<file path="config.mk">
export PLATFORM = sky130hd
export DESIGN_NAME = lcd_rx_capture_flat
export DESIGN_NICKNAME = d
export VERILOG_FILES = /design/src/rtl/lcd_rx_capture_if.sv /design/src/rtl/lcd_rx_capture.sv /design/src/flat_wrapper.sv
export SDC_FILE = /design/constraint.sdc
export NUM_CORES = 1
export LEC_CHECK = 0
export ABC_AREA = 1
export CORE_AREA = 3 3 131 197
export CTS_CLUSTER_DIAMETER = 60
export DETAILED_ROUTE_END_ITERATION = 6
export DIE_AREA = 0 0 134 200
export HOLD_SLACK_MARGIN = 0.1
export SLEW_MARGIN = 20
export SYNTH_ARGS = -nofsm -noshare
export SYNTH_HDL_FRONTEND = slang
export SYNTH_SLANG_ARGS = --single-unit
export TNS_END_PERCENT = 50
</file>
<file path="constraint.sdc">
create_clock -name clk -period 2.55 [get_ports clk]
set_input_delay 0.765 -clock clk [delete_from_list [all_inputs] [get_ports clk]]
set_output_delay 0.765 -clock clk [all_outputs]
set_load 0.005 [all_outputs]
</file>
<file path="src/rtl/lcd_rx_capture_if.sv">
// lcd_rx_capture_if: video input pins plus pixel-write and geometry status bundle
interface lcd_rx_capture_if #(
    parameter int CNT_W  = 12,
    parameter int ADDR_W = 17
);
    logic              hs;
    logic              vs;
    logic              de;
    logic [7:0]        rgb_r;
    logic [7:0]        rgb_g;
    logic [7:0]        rgb_b;
    logic              pix_valid;
    logic [ADDR_W-1:0] pix_addr;
    logic [23:0]       pix_data;
    logic              pix_sof;
    logic [CNT_W-1:0]  act_width;
    logic [CNT_W-1:0]  act_height;
    logic [CNT_W-1:0]  h_total;
    logic              locked;
    logic              err_pulse;

    modport master (
        output hs, vs, de, rgb_r, rgb_g, rgb_b,
        input  pix_valid, pix_addr, pix_data, pix_sof, act_width, act_height, h_total, locked, err_pulse
    );

    modport slave (
        input  hs, vs, de, rgb_r, rgb_g, rgb_b,
        output pix_valid, pix_addr, pix_data, pix_sof, act_width, act_height, h_total, locked, err_pulse
    );
endinterface

</file>
<file path="src/rtl/lcd_rx_capture.sv">
// lcd_rx_capture: measures incoming RGB video geometry, locks on two agreeing frames, emits addressed pixel writes
module lcd_rx_capture #(
    parameter bit HS_POL = 1'b0,
    parameter bit VS_POL = 1'b0,
    parameter int CNT_W  = 12,
    parameter int ADDR_W = 17
) (
    input logic            clk,
    input logic            rst,
    lcd_rx_capture_if.slave bus
);
    typedef enum logic [1:0] {SEARCH, MEASURE, VERIFY, LOCKED} state_t;

    localparam logic [CNT_W-1:0]  CMAX = '1;
    localparam logic [ADDR_W-1:0] AMAX = '1;

    logic              hs_q, vs_q, de_q, hs_p, vs_p, de_p;
    logic [23:0]       rgb_q;
    logic              fs, ls, le;
    logic [CNT_W-1:0]  line_cnt, frame_w, frame_h, hcnt, cand_w, cand_h;
    logic              frame_bad;
    state_t            state, state_n;
    logic              valid, match, err_n, take_cand, take_act;
    logic              frame_en, en, full, full_eff, wr;
    logic [ADDR_W-1:0] nxt, nxt_eff;

    always_ff @(posedge clk) begin
        if (rst) begin
            {hs_q, vs_q, de_q, hs_p, vs_p, de_p} <= '0;
            rgb_q <= '0;
        end else begin
            hs_q  <= bus.hs == HS_POL;
            vs_q  <= bus.vs == VS_POL;
            de_q  <= bus.de;
            rgb_q <= {bus.rgb_r, bus.rgb_g, bus.rgb_b};
            hs_p  <= hs_q;
            vs_p  <= vs_q;
            de_p  <= de_q;
        end
    end

    assign fs = vs_q & ~vs_p;
    assign ls = hs_q & ~hs_p;
    assign le = de_p & ~de_q;

    always_ff @(posedge clk) begin
        if (rst) begin
            line_cnt    <= '0;
            frame_w     <= '0;
            frame_h     <= '0;
            frame_bad   <= 1'b0;
            hcnt        <= '0;
            bus.h_total <= '0;
        end else begin
            if (le)
                line_cnt <= '0;
            else if (de_q && line_cnt != CMAX)
                line_cnt <= line_cnt + 1'b1;
            if (fs) begin
                frame_w   <= '0;
                frame_h   <= '0;
                frame_bad <= 1'b0;
            end else begin
                if (le) begin
                    if (frame_h == '0)
                        frame_w <= line_cnt;
                    else if (line_cnt != frame_w)
                        frame_bad <= 1'b1;
                    if (frame_h == CMAX)
                        frame_bad <= 1'b1;
                    else
                        frame_h <= frame_h + 1'b1;
                end
                if (de_q && line_cnt == CMAX)
                    frame_bad <= 1'b1;
            end
            // counting from 1 at the edge makes the latched value equal the period
            hcnt <= ls ? CNT_W'(1) : (hcnt == CMAX ? hcnt : hcnt + 1'b1);
            if (ls)
                bus.h_total <= hcnt;
        end
    end

    assign valid = !frame_bad && frame_w != '0 && frame_h != '0;
    assign match = valid && frame_w == cand_w && frame_h == cand_h;

    always_ff @(posedge clk)
        state <= rst ? SEARCH : state_n;

    always_comb begin
        state_n   = state;
        err_n     = 1'b0;
        take_cand = 1'b0;
        take_act  = 1'b0;
        if (fs) begin
            case (state)
                SEARCH: state_n = MEASURE;
                MEASURE: begin
                    take_cand = valid;
                    state_n   = valid ? VERIFY : MEASURE;
                end
                VERIFY: begin
                    err_n     = !match;
                    take_act  = match;
                    take_cand = !match && valid;
                    state_n   = match ? LOCKED : (valid ? VERIFY : MEASURE);
                end
                default: begin
                    err_n   = !match;
                    state_n = match ? LOCKED : MEASURE;
                end
            endcase
        end
    end

    always_ff @(posedge clk) begin
        if (rst) begin
            cand_w         <= '0;
            cand_h         <= '0;
            bus.act_width  <= '0;
            bus.act_height <= '0;
            bus.locked     <= 1'b0;
            bus.err_pulse  <= 1'b0;
        end else begin
            if (take_cand) begin
                cand_w <= frame_w;
                cand_h <= frame_h;
            end
            if (take_act) begin
                bus.act_width  <= cand_w;
                bus.act_height <= cand_h;
            end
            bus.locked    <= state_n == LOCKED;
            bus.err_pulse <= err_n;
        end
    end

    // the frame opened by this FS writes only if that same FS leaves the FSM locked
    assign en       = fs ? state_n == LOCKED : frame_en;
    assign full_eff = fs ? 1'b0 : full;
    assign nxt_eff  = fs ? '0 : nxt;
    assign wr       = en && de_q && !full_eff;

    always_ff @(posedge clk) begin
        if (rst) begin
            frame_en      <= 1'b0;
            full          <= 1'b0;
            nxt           <= '0;
            bus.pix_valid <= 1'b0;
            bus.pix_sof   <= 1'b0;
            bus.pix_addr  <= '0;
            bus.pix_data  <= '0;
        end else begin
            frame_en      <= en;
            bus.pix_valid <= wr;
            bus.pix_sof   <= wr && nxt_eff == '0;
            bus.pix_data  <= rgb_q;
            if (wr) begin
                bus.pix_addr <= nxt_eff;
                nxt          <= nxt_eff + 1'b1;
                full         <= nxt_eff == AMAX;
            end else begin
                nxt  <= nxt_eff;
                full <= full_eff;
            end
        end
    end
endmodule

</file>
<file path="src/flat_wrapper.sv">
// flat-port wrapper written by rule: the top's interface ports become plain ports
module lcd_rx_capture_flat 
#(
    parameter bit HS_POL = 1'b0,
    parameter bit VS_POL = 1'b0,
    parameter int CNT_W  = 12,
    parameter int ADDR_W = 17
)
  (clk, rst, bus_hs, bus_vs, bus_de, bus_rgb_r, bus_rgb_g, bus_rgb_b, bus_pix_valid, bus_pix_addr, bus_pix_data, bus_pix_sof, bus_act_width, bus_act_height, bus_h_total, bus_locked, bus_err_pulse);
  lcd_rx_capture_if #(.CNT_W(CNT_W), .ADDR_W(ADDR_W)) bus_i ();
  input logic clk;
  input logic rst;
  input wire logic [$bits(bus_i.hs)-1:0] bus_hs;
  input wire logic [$bits(bus_i.vs)-1:0] bus_vs;
  input wire logic [$bits(bus_i.de)-1:0] bus_de;
  input wire logic [$bits(bus_i.rgb_r)-1:0] bus_rgb_r;
  input wire logic [$bits(bus_i.rgb_g)-1:0] bus_rgb_g;
  input wire logic [$bits(bus_i.rgb_b)-1:0] bus_rgb_b;
  output wire logic [$bits(bus_i.pix_valid)-1:0] bus_pix_valid;
  output wire logic [$bits(bus_i.pix_addr)-1:0] bus_pix_addr;
  output wire logic [$bits(bus_i.pix_data)-1:0] bus_pix_data;
  output wire logic [$bits(bus_i.pix_sof)-1:0] bus_pix_sof;
  output wire logic [$bits(bus_i.act_width)-1:0] bus_act_width;
  output wire logic [$bits(bus_i.act_height)-1:0] bus_act_height;
  output wire logic [$bits(bus_i.h_total)-1:0] bus_h_total;
  output wire logic [$bits(bus_i.locked)-1:0] bus_locked;
  output wire logic [$bits(bus_i.err_pulse)-1:0] bus_err_pulse;
  assign bus_i.hs = bus_hs;
  assign bus_i.vs = bus_vs;
  assign bus_i.de = bus_de;
  assign bus_i.rgb_r = bus_rgb_r;
  assign bus_i.rgb_g = bus_rgb_g;
  assign bus_i.rgb_b = bus_rgb_b;
  assign bus_pix_valid = bus_i.pix_valid;
  assign bus_pix_addr = bus_i.pix_addr;
  assign bus_pix_data = bus_i.pix_data;
  assign bus_pix_sof = bus_i.pix_sof;
  assign bus_act_width = bus_i.act_width;
  assign bus_act_height = bus_i.act_height;
  assign bus_h_total = bus_i.h_total;
  assign bus_locked = bus_i.locked;
  assign bus_err_pulse = bus_i.err_pulse;
  lcd_rx_capture #(.HS_POL(HS_POL), .VS_POL(VS_POL), .CNT_W(CNT_W), .ADDR_W(ADDR_W)) u_core (.clk(clk), .rst(rst), .bus(bus_i));
endmodule
</file>
==> flow_summary.html <==
<table>
<tr><th>Metric</th><th>Value</th></tr>
<tr><th colspan="2">Outcome</th></tr>
<tr><td>Status</td><td>finished clean</td></tr>
<tr><th colspan="2">Finish</th></tr>
<tr><td>Total Nets Final</td><td>roughly 1300</td></tr>
<tr><td>Top library cells by usage in the layout, fill and taps aside</td><td>205 x dfxtp_1, 186 x nand2_1, 164 x nor2_1, 158 x inv_1, 113 x a21oi_1</td></tr>
<tr><td>Fraction of layout cells with a size suffix above 1</td><td>0.05878</td></tr>
<tr><td>Filler cells</td><td>2495</td></tr>
<tr><td>Area growth from synthesis to layout</td><td>25.58%</td></tr>
<tr><td>Post-route non-filler standard cell count</td><td>1566</td></tr>
<tr><td>Leading cell type in the layout, fill and taps excluded</td><td>dfxtp_1</td></tr>
<tr><td>Final Util</td><td>0.4362</td></tr>
<tr><td>Number of diodes</td><td>0</td></tr>
<tr><th colspan="2">STA</th></tr>
<tr><td>Crit share post-route</td><td>0.9238</td></tr>
<tr><td>Final setup fails</td><td>0</td></tr>
<tr><td>Clk_skew</td><td>0.01381 ns</td></tr>
<tr><td>Period minus WS final</td><td>2.356 ns</td></tr>
<tr><td>Max transition margin</td><td>0.5564</td></tr>
<tr><td>Transition time at the pin with the least slew margin</td><td>roughly 0.67 ns</td></tr>
<tr><td>Setup repair after global routing missed its margin</td><td>false</td></tr>
<tr><td>Post-route setup TNS</td><td>0 ns</td></tr>
<tr><td>Final Hold Vio Count</td><td>0</td></tr>
<tr><td>Achievable clock frequency</td><td>0.4245 GHz</td></tr>
<tr><td>Count of final max-slew check failures</td><td>0</td></tr>
<tr><th colspan="2">Detailed routing</th></tr>
<tr><td>DRC violation count after routing</td><td>0</td></tr>
<tr><td>First-pass iteration count of the detailed router</td><td>5</td></tr>
<tr><td>Mean number of vias per cell</td><td>4.577</td></tr>
<tr><td>Final WL</td><td>20180 um</td></tr>
<tr><td>WL/cell</td><td>about 13 um</td></tr>
<tr><td>Detailed-route via count</td><td>between 7000 and 8000</td></tr>
<tr><td>Initial DRC Count</td><td>approximately 370</td></tr>
<tr><td>Antenna violation net count after detailed routing</td><td>0</td></tr>
<tr><th colspan="2">Global routing</th></tr>
<tr><td>Congestion Overflow GR</td><td>0</td></tr>
<tr><td>Number of global-route vias before repair</td><td>6947</td></tr>
<tr><td>Initial antenna violation count</td><td>0</td></tr>
<tr><td>Total global-route track usage</td><td>0.1489</td></tr>
<tr><td>Maximum number of pins on one net before global-route repair</td><td>69</td></tr>
<tr><td>Wire length of the first global-routing pass</td><td>~34000 um</td></tr>
<tr><th colspan="2">Placed design</th></tr>
<tr><td>Gp weighted congestion</td><td>~0.88</td></tr>
<tr><td>Total instance count after detailed placement</td><td>around 1500</td></tr>
<tr><td>I/O Buffers</td><td>109</td></tr>
<tr><td>Half-perimeter wire length after detailed placement</td><td>between 10000 and 15000 um</td></tr>
<tr><th colspan="2">Clocking</th></tr>
<tr><td>Root cell of the clock tree</td><td>clkbuf_16</td></tr>
<tr><td>H-tree level count</td><td>1</td></tr>
<tr><td>Clock Pin Slew Worst Setup and Hold Paths</td><td>around 0.070 ns</td></tr>
<tr><td>Worst-case clock buffer depth</td><td>3</td></tr>
<tr><td>Cts-stage hold buffer count</td><td>0</td></tr>
<tr><td>Worst-skew pair later-pin latency</td><td>0.49 ns</td></tr>
<tr><td>Count of clock tree sinks</td><td>slightly above 200</td></tr>
<tr><td>CTS tree</td><td>yes</td></tr>
<tr><td>Total CTS buffers</td><td>20</td></tr>
<tr><td>Setup fix buffers added after clock tree synthesis</td><td>0</td></tr>
<tr><th colspan="2">Synthesis</th></tr>
<tr><td>Synth Warn #</td><td>0</td></tr>
<tr><td>Top cell type's share of synthesized area</td><td>0.4870</td></tr>
<tr><td>Synth Area per Inst</td><td>between 7 and 8 um^2</td></tr>
<tr><td>Leading area contributor after synthesis</td><td>dfxtp_1</td></tr>
<tr><td>Leading post-synthesis cells by cell area</td><td>dfxtp_1 49%, nand2_1 8.3%, nor2_1 7.4%</td></tr>
<tr><td>Net count after synthesis</td><td>~1200</td></tr>
<tr><td>Synth Cell Area</td><td>between 0.008 and 0.009 mm^2</td></tr>
<tr><td>Total of flip-flops plus latches after synthesis</td><td>between 200 and 250</td></tr>
<tr><td>Library cells used by synthesis</td><td>36</td></tr>
<tr><td>Post-synthesis cell count</td><td>~1100</td></tr>
<tr><td>Sequential area share after synthesis</td><td>0.4870</td></tr>
<tr><th colspan="2">Critical path</th></tr>
<tr><td>Critical path data required time</td><td>between 2 and 3 ns</td></tr>
<tr><td>Number of buffer and inverter stages on the critical path</td><td>3</td></tr>
<tr><td>Maximum net fanout on the critical path</td><td>7</td></tr>
<tr><td>Critical path capture point type</td><td>register</td></tr>
<tr><td>Crit Path Category</td><td>reg -&gt; reg</td></tr>
<tr><td>Critical path, cell by cell</td><td>inv_2, nor2_4, buf_4, nor2_2, inv_1, nor3_2, nand3_1, nand3b_1, nand3b_1, nor3_1, ha_1, nor2_1, nor2_1</td></tr>
<tr><td>CP Launch Type</td><td>register</td></tr>
<tr><td>Critical Path Slowest Stage Cell</td><td>dfxtp_1</td></tr>
<tr><td>Worst EP arrival</td><td>2.74 ns</td></tr>
<tr><td>CP peak stage delay</td><td>0.31 ns</td></tr>
<tr><td>Kind of cell with the highest combined delay on the critical path</td><td>simple AND/OR/NAND/NOR gates</td></tr>
<tr><th colspan="2">Hold path</th></tr>
<tr><td>Class of the most critical hold timing path</td><td>reg -&gt; reg</td></tr>
<tr><th colspan="2">Job</th></tr>
<tr><td>Max_cap viols</td><td>0</td></tr>
<tr><th colspan="2">Power and ir drop</th></tr>
<tr><td>Static Leakage</td><td>around 0.0045 uW</td></tr>
<tr><td>IR Drop Worst-Case VDD</td><td>about 0.35 mV</td></tr>
<tr><td>Cell Pwr Density</td><td>around 630 mW/mm^2</td></tr>
<tr><th colspan="2">Floorplan</th></tr>
<tr><td>Number of placement rows</td><td>70</td></tr>
<tr><td>Ports</td><td>between 100 and 150</td></tr>
<tr><td>Die boundary width</td><td>~130 um</td></tr>
<tr><td>Die area</td><td>around 0.027 mm^2</td></tr>
<tr><td>Die Height</td><td>about 200 um</td></tr>
<tr><td>Initial core utilization</td><td>0.3473</td></tr>
<tr><td>Area of the core region</td><td>between 0.02 and 0.025 mm^2</td></tr>
</table>
## state kept, by name, summed over array words and instances, names as in the netlist, 17 cells and up
signal               count
u_core.nxt              17
u_core.bus.pix_data     24
u_core.bus.pix_addr     17
u_core.rgb_q            24
## stage by stage
stage	power (uW)	hold slack (ns)	area [um^2]	setup WS [ns]
CTS	6757	0.4013	10570	0.06008
finish	6657	0.3997	10580	0.1943
global placement	3850	0.3885	9931	0.1431
floorplan	3655	0.3883	8427	0.1644
global route	6943	0.4111	10580	0.03874
detailed placement	3855	0.3928	9931	0.08088
## power by group
group          total (uW)  internal [uW]  switching, uW
combinational         456            201            255
clock                2880           1670           1210
sequential           3320           3280           43.4
## final cells by class
| type | instances | area, um^2 | area share |
|---|---|---|---|
| flip-flops and latches | 205 | 4104 | 0.3878 |
| multi-input cells | 709 | 3541 | 0.3346 |
| repair buffers | 130 | 1284 | 0.1213 |
| inverters | 163 | 613.1 | 0.05793 |
| clock buffers | 29 | 575.6 | 0.05439 |
| well taps | 324 | 405.4 | 0.03831 |
| clock inverters | 6 | 60.06 | 0.005675 |
## final timing paths
| path | cells past startpoint | from | endpoint | slack, ns |
|---|---|---|---|---|
| worst max register to register | 13 | u_core.vs_q$_SDFF_PP0_ | u_core.nxt[16]$_SDFF_PP0_ | 0.19 |
| worst min register to register | 2 | u_core.rgb_q[2]$_SDFF_PP0_ | u_core.bus.pix_data[2]$_SDFF_PP0_ | 0.40 |
| worst min-delay path | 2 | u_core.rgb_q[2]$_SDFF_PP0_ | u_core.bus.pix_data[2]$_SDFF_PP0_ | 0.40 |
| worst max-delay path | 13 | u_core.vs_q$_SDFF_PP0_ | u_core.nxt[16]$_SDFF_PP0_ | 0.19 |
## cells in the mapped netlist (all sizes together)
cell / n
nor2: 170
ha: 11
or2: 1
nand2: 188
a211oi: 1
nand3b: 2
xnor2: 23
nand4: 37
nand3: 25
a21oi: 113
nor3b: 3
nor4: 6
dfxtp: 205
buf: 11
a31oi: 2
o21a: 3
xor2: 27
clkbuf: 31
nor3: 23
o21ai: 72
o21bai: 1
a211o: 1
inv: 162
clkinv: 1
## routing by layer
metal | vias up | share of wire | GRT usage
met5 | - | 0 | 0
met4 | 0 | 0.030 | 0.05032
met3 | 42 | 0.034 | 0.01856
met2 | 128 | 0.52 | 0.2870
met1 | 3237 | 0.42 | 0.1685
li1 | 3760 | - | -
## worst reg2reg max path: cells and delay by family, from the launching register on
kind / cells / cell delay (ns)
fa+ha+maj: 1 / 0.26
flops: 1 / 0.31
simple gates: 9 / 1.32
buf+inv: 3 / 0.34
## what timing repair did
| action | 4_1_cts | 5_1_grt |
|---|---|---|
| gates resized for setup | 0 | 4 |
| setup endpoints to repair | 0 | 2 |
| hold endpoints to repair | 0 | 0 |
## cell families after synthesis
family	synth area share
AO/OA/AOI/OAI	0.1169
XOR/XNOR	0.05197
adder cells (fa/ha/maj)	0.01633
buffers and inverters	0.09473
flip-flops	0.4870
AND/OR/NAND/NOR	0.2331
No activity file was read; power rests on OpenSTA's default activity.
